`src/rtl/round_key_bank.sv`:
```
// round_key_bank: multi-slot round-key store between the key generator and
// the cipher core. Key pairs are captured into independent banks; a complete
// bank can be streamed out one key per beat, forward (encrypt) or reverse
// (decrypt), over a valid/ready handshake.
module round_key_bank #(
  parameter  int KEY_W    = 128,
  parameter  int NUM_KEYS = 10,
  parameter  int SLOTS    = 2,
  localparam int SLOT_W   = (SLOTS > 1) ? $clog2(SLOTS) : 1
) (
  input  logic                 clk,
  input  logic                 rst,
  input  logic                 wr_start,
  input  logic [SLOT_W-1:0]    wr_slot,
  input  logic                 pair_valid,
  input  logic [2*KEY_W-1:0]   pair_data,
  output logic [SLOTS-1:0]     slot_valid,
  output logic                 wr_err,
  input  logic                 rd_start,
  input  logic [SLOT_W-1:0]    rd_slot,
  input  logic                 rd_dir,
  output logic                 rd_err,
  output logic [KEY_W-1:0]     key_out,
  output logic                 key_valid,
  output logic                 key_last,
  input  logic                 key_ready,
  output logic                 busy
);

  localparam int HALF  = NUM_KEYS / 2;
  localparam int PTR_W = $clog2(HALF + 1);
  localparam int IDX_W = $clog2(NUM_KEYS);

  localparam logic [IDX_W-1:0] IDX_LAST = IDX_W'(NUM_KEYS - 1);
  localparam logic [IDX_W-1:0] IDX_ZERO = '0;

  localparam logic [0:0] ST_IDLE   = 1'b0;
  localparam logic [0:0] ST_STREAM = 1'b1;

  // Key storage; contents are never cleared, only the valid bits are.
  logic [KEY_W-1:0] mem [SLOTS][NUM_KEYS];

  logic [PTR_W-1:0] ptr_reg [SLOTS];
  logic [SLOTS-1:0] slot_valid_reg;
  logic             wr_err_reg;
  logic             rd_err_reg;

  logic [0:0]        state_reg;
  logic [SLOT_W-1:0] rd_slot_reg;
  logic              rd_dir_reg;
  logic [IDX_W-1:0]  idx_reg;
  logic [KEY_W-1:0]  key_out_reg;
  logic              key_last_reg;

  // Per-slot decode of the write and read requests.
  logic [SLOTS-1:0] wr_sel;
  logic [SLOTS-1:0] rd_sel;
  logic [SLOTS-1:0] locked;
  logic [SLOTS-1:0] full;
  logic [SLOTS-1:0] clr;
  logic [SLOTS-1:0] wen;
  logic [SLOTS-1:0] rej;

  logic             wr_in_range;
  logic             wr_err_next;
  logic             rd_ok;
  logic             streaming;
  logic             beat_accept;
  logic [IDX_W-1:0] idx_first;
  logic [IDX_W-1:0] idx_next;
  logic             next_is_last;

  assign streaming   = (state_reg == ST_STREAM);
  assign beat_accept = streaming && key_ready;

  genvar gi;
  generate
    for (gi = 0; gi < SLOTS; gi++) begin : g_slot
      assign wr_sel[gi] = (wr_slot == SLOT_W'(gi));
      assign rd_sel[gi] = (rd_slot == SLOT_W'(gi));
      // The slot feeding the cipher core must not change under it.
      assign locked[gi] = streaming && (rd_slot_reg == SLOT_W'(gi));
      assign full[gi]   = (ptr_reg[gi] == PTR_W'(HALF));
      // wr_start beats a simultaneous pair on the same slot.
      assign clr[gi]    = wr_start && wr_sel[gi] && !locked[gi];
      assign wen[gi]    = pair_valid && !wr_start && wr_sel[gi] && !locked[gi] && !full[gi];
      assign rej[gi]    = wr_sel[gi] &&
                          (((wr_start || pair_valid) && locked[gi]) ||
                           (pair_valid && !wr_start && full[gi]));
    end
  endgenerate

  // Out-of-range slot numbers match no decoder bit.
  assign wr_in_range = |wr_sel;
  assign wr_err_next = ((wr_start || pair_valid) && !wr_in_range) || (|rej);
  assign rd_ok       = |(rd_sel & slot_valid_reg);

  // Index arithmetic for the read side.
  always_comb begin
    idx_first    = rd_dir ? IDX_LAST : IDX_ZERO;
    idx_next     = rd_dir_reg ? (idx_reg - 1'b1) : (idx_reg + 1'b1);
    next_is_last = rd_dir_reg ? (idx_next == IDX_ZERO) : (idx_next == IDX_LAST);
  end

  // Key array write: each accepted pair lands at the slot's pointer position.
  always_ff @(posedge clk) begin
    for (int s = 0; s < SLOTS; s++) begin
      for (int p = 0; p < HALF; p++) begin
        if (wen[s] && (ptr_reg[s] == PTR_W'(p))) begin
          mem[s][2*p]   <= pair_data[2*KEY_W-1:KEY_W];
          mem[s][2*p+1] <= pair_data[KEY_W-1:0];
        end
      end
    end
  end

  // Write pointers, slot valid bits and the write error pulse.
  always_ff @(posedge clk) begin
    if (rst) begin
      for (int s = 0; s < SLOTS; s++) begin
        ptr_reg[s] <= '0;
      end
      slot_valid_reg <= '0;
      wr_err_reg     <= 1'b0;
    end else begin
      for (int s = 0; s < SLOTS; s++) begin
        if (clr[s]) begin
          ptr_reg[s]        <= '0;
          slot_valid_reg[s] <= 1'b0;
        end else if (wen[s]) begin
          ptr_reg[s] <= ptr_reg[s] + 1'b1;
          if (ptr_reg[s] == PTR_W'(HALF - 1)) begin
            slot_valid_reg[s] <= 1'b1;
          end
        end
      end
      wr_err_reg <= wr_err_next;
    end
  end

  // Read FSM: registered key output, advanced on each accepted beat.
  always_ff @(posedge clk) begin
    if (rst) begin
      state_reg    <= ST_IDLE;
      rd_slot_reg  <= '0;
      rd_dir_reg   <= 1'b0;
      idx_reg      <= '0;
      key_out_reg  <= '0;
      key_last_reg <= 1'b0;
      rd_err_reg   <= 1'b0;
    end else begin
      rd_err_reg <= 1'b0;
      case (state_reg)
        ST_IDLE: begin
          if (rd_start) begin
            if (rd_ok) begin
              rd_slot_reg  <= rd_slot;
              rd_dir_reg   <= rd_dir;
              idx_reg      <= idx_first;
              key_out_reg  <= mem[rd_slot][idx_first];
              key_last_reg <= 1'b0;
              state_reg    <= ST_STREAM;
            end else begin
              rd_err_reg <= 1'b1;
            end
          end
        end
        default: begin
          if (beat_accept) begin
            if (key_last_reg) begin
              key_last_reg <= 1'b0;
              state_reg    <= ST_IDLE;
            end else begin
              idx_reg      <= idx_next;
              key_out_reg  <= mem[rd_slot_reg][idx_next];
              key_last_reg <= next_is_last;
            end
          end
        end
      endcase
    end
  end

  assign slot_valid = slot_valid_reg;
  assign wr_err     = wr_err_reg;
  assign rd_err     = rd_err_reg;
  assign key_out    = key_out_reg;
  assign key_valid  = streaming;
  assign key_last   = key_last_reg;
  assign busy       = streaming;

endmodule

```
`config.mk`:
```
export PLATFORM = sky130hd
export DESIGN_NAME = round_key_bank
export DESIGN_NICKNAME = d
export VERILOG_FILES = /design/src/rtl/round_key_bank.sv
export SDC_FILE = /design/constraint.sdc
export NUM_CORES = 2
export LEC_CHECK = 0
export CAP_MARGIN = 20
export CORE_MARGIN = 1.5
export CORE_UTILIZATION = 34
export DETAILED_ROUTE_END_ITERATION = 8
export GPL_TIMING_DRIVEN = 0
export PLACE_DENSITY = 0.5
export SYNTH_ARGS = -nofsm -noshare
export SYNTH_HDL_FRONTEND = slang
export SYNTH_SLANG_ARGS = --single-unit
```
`constraint.sdc`:
```
create_clock -name clk -period 16.57 [get_ports clk]
set_input_delay 2.4855 -clock clk [delete_from_list [all_inputs] [get_ports clk]]
set_output_delay 2.4855 -clock clk [all_outputs]
set_load 0.02 [all_outputs]
```
==> results_dict.tcl <==
set metrics [dict create \
    cts_buffers 294 \
    fill_cells 28300 \
    clkLatencyLatePin_ns 0.87 \
    setup_viol 0 \
    p_leak_nw 39.0 \
    postRouteWirelength_mm 334 \
    grt_pass1_wl_mm 467 \
    seq_area_frac_synth_pct 74.2 \
    drive_gt1_share_pct 24.6 \
    synth.cell_area_um2 108000 \
    slew_headroom_pct 22.3 \
    synth_ff_type "edfxtp_1" \
    skew_ns 0.0415 \
    p_total_mw 14.4 \
    portBuffers 397 \
    initial_core_util_pct 34.2 \
    period_share_pct 30.6 \
    gp_congestion 0.760 \
    rsz0062_at_grt "no" \
    grt_antenna_before_repair 96 \
    cts_root_buffer "clkbuf_16" \
    coreArea_um2 315000 \
    h-tree-depth 5 \
    areaGrowthSynthToFinish_pct 18.8 \
    hold_buffers 0 \
    netlist_instances 5398 \
    worstPathMaxFanout 27 \
    fmax_mhz 197 \
    critical_path_arrival_ns 5.57 \
    endpoint_kind "flip-flop" \
    clkSinkCount 2707 \
    ios 400 \
    cts.repair_timing.setup_buffer_count 0 \
    hold_violations 0 \
    crit_required_ns 17.08 \
    grt_pass1_vias 60100 \
    wire_per_inst_um 31.5 \
    async_flop_share_pct 0 \
    drtIter0Drc 6330 \
    fin_crit_ns 5.07 \
    startpoint_type "input pin" \
    final_nets 6444 \
    path_clk_slew_ns 0.06 \
    drc_errors 0 \
    via_per_inst 5.52 \
    largest_reg_flops 2560 \
    grt_start_max_net_pins 57 \
    die_h_um 566 \
    powerDensity_nw_per_um2 113 \
    dp_hpwl_mm 216 \
    vias 58500 \
    drt-pass1-iter-count 5 \
    rows 206 \
    cts_max_path_buffers 4 \
    ys_ff_latch 2707 \
    syn_area_per_cell_um2 20.0 \
    postRouteAntennaNets 0 \
    irDropWorstVdd_mv 0.0896 \
    hold_path_class "reg -> reg" \
    overflow 0 \
    synth_edf_count 2566 \
    hold_ws_ns 0.490 \
    status "finished, final reports clean" \
    ys_types 50 \
    dieArea_um2 320000 \
    criticalPathCategory "in -> reg" \
    final_max_slew_viol_count 0 \
    yosysWarnings 0 \
    drv_cap 0 \
    synth_fp_nets 5678 \
    track_usage_pct 20.5 \
    tritoncts "yes" \
    worst_pin_slew_ns 1.17 \
    cts_resized 0 \
    die_x_um 566 \
]
-- metrics by stage --
step / TNS (ns) / util [%] / cells / setup WS, ns / instance area [um^2]
after floorplan: 0 / - / 5398 / 2.03 / 108000
after CTS: 0 / 40.6 / 10600 / 11.57 / 128000
final: 0 / 40.6 / 10600 / 11.50 / 128000
after detailed placement: 0 / 37.7 / 10000 / 10.68 / 119000
after global routing: 0 / 40.6 / 10600 / 11.37 / 128000
after global placement: -5954.95 / 37.1 / 9955 / -7.93 / 117000
-- Yosys cell counts, types with 2 or more instances --
master    instances  area, um^2
buf_1            25        93.8
nand3_1         133         666
a31oi_1         128         801
nor2_1          143         537
mux4_2          640       14400
mux2_2          256        2880
and3_1            2        12.5
xor2_1            2        17.5
or3_1           127         795
nor3_1            6        30.0
a21oi_1           9        45.0
nand2_1         270        1010
a32oi_1           2        17.5
clkbuf_2          5        25.0
edfxtp_1       2566       77100
nor3b_1         131         983
a22oi_1           3        22.5
a221oi_1        131        1150
and2_1            6        37.5
a211oi_1          2        15.0
a21o_1            2        15.0
buf_2           150         751
buf_6            22         248
o21ai_0           3        15.0
dfxtp_1         141        2820
inv_1            10        37.5
o21a_1            2        15.0
buf_4             9        67.6
xnor2_1           2        17.5
clkbuf_1        179         672
a221o_1         127        1270
nor2b_1           7        43.8
nand4_1         127         795
ha_1             14         175
-- worst paths after layout --
| path | startpoint | cells past startpoint | slack, ns | endpoint |
|---|---|---|---|---|
| worst max register to register | busy | 8 | 12.87 | mem[0][223] |
| worst min register to register | key_out[71] | 1 | 0.49 | key_out[71] |
| worst max-delay path | wr_slot | 8 | 11.50 | mem[0][223] |
| worst min-delay path | key_out[71] | 1 | 0.49 | key_out[71] |
-- per-layer routing --
metal | wire length, um | track usage (%) | part of all wire (%)
met5 | 316 | 0 | 0.095
met4 | 10300 | 6.24 | 3.1
met3 | 25800 | 4.30 | 7.7
met2 | 159000 | 33.2 | 48
met1 | 139000 | 27.9 | 41
-- layout by cell type (no fill, tap or decap), drive strengths merged, types with 128 or more instances in the layout --
cell | synthesis | final
buf | 206 | 279
clkdlybuf4s50 | 0 | 397
dfxtp | 141 | 141
mux2 | 257 | 257
mux4 | 640 | 640
nand2 | 270 | 270
a31oi | 128 | 128
edfxtp | 2566 | 2566
nand3 | 133 | 133
nor2 | 143 | 143
nor3b | 131 | 131
clkbuf | 184 | 602
a221oi | 131 | 131
-- cell type report --
cell class                      instances  area, um^2  share of cell area (%)
Inverter                               11        41.3                  0.0323
Antenna cell                           39        97.6                  0.0763
Multi-Input combinational cell       2290       26000                    20.3
Timing Repair Buffer                  470        5700                    4.46
Tap cell                             4160        5200                    4.07
Clock buffer                          418        8140                    6.36
Sequential cell                      2707       79900                    62.4
Clock inverter                        110        1020                   0.794
Buffer                                390        1870                    1.46
-- critical path, cell delays in order --
cell             delay, ns
clkdlybuf4s50_1       0.52
a221oi_1              0.42
nand2_1               0.29
nor2_4                0.78
buf_12                0.28
buf_12                0.23
buf_12                0.22
buf_12                0.24
-- report_power, final --
group	switching (mW)	total, mW	internal [mW]
clock	2.70	6.34	3.64
sequential	0.0198	7.58	7.56
combinational	0.306	0.480	0.175
-- kinds of logic after synthesis --
| logic type | share of synthesized area [%] |
|---|---|
| multiplexers | 16.1 |
| AO/OA/AOI/OAI | 3.18 |
| adder cells (fa/ha/maj) | 0.181 |
| XOR/XNOR | 0.0534 |
| AND/OR/NAND/NOR | 4.60 |
| buffers and inverters | 1.76 |
| flip-flops | 74.2 |
Note: power is estimated with default switching activity, not from simulation.
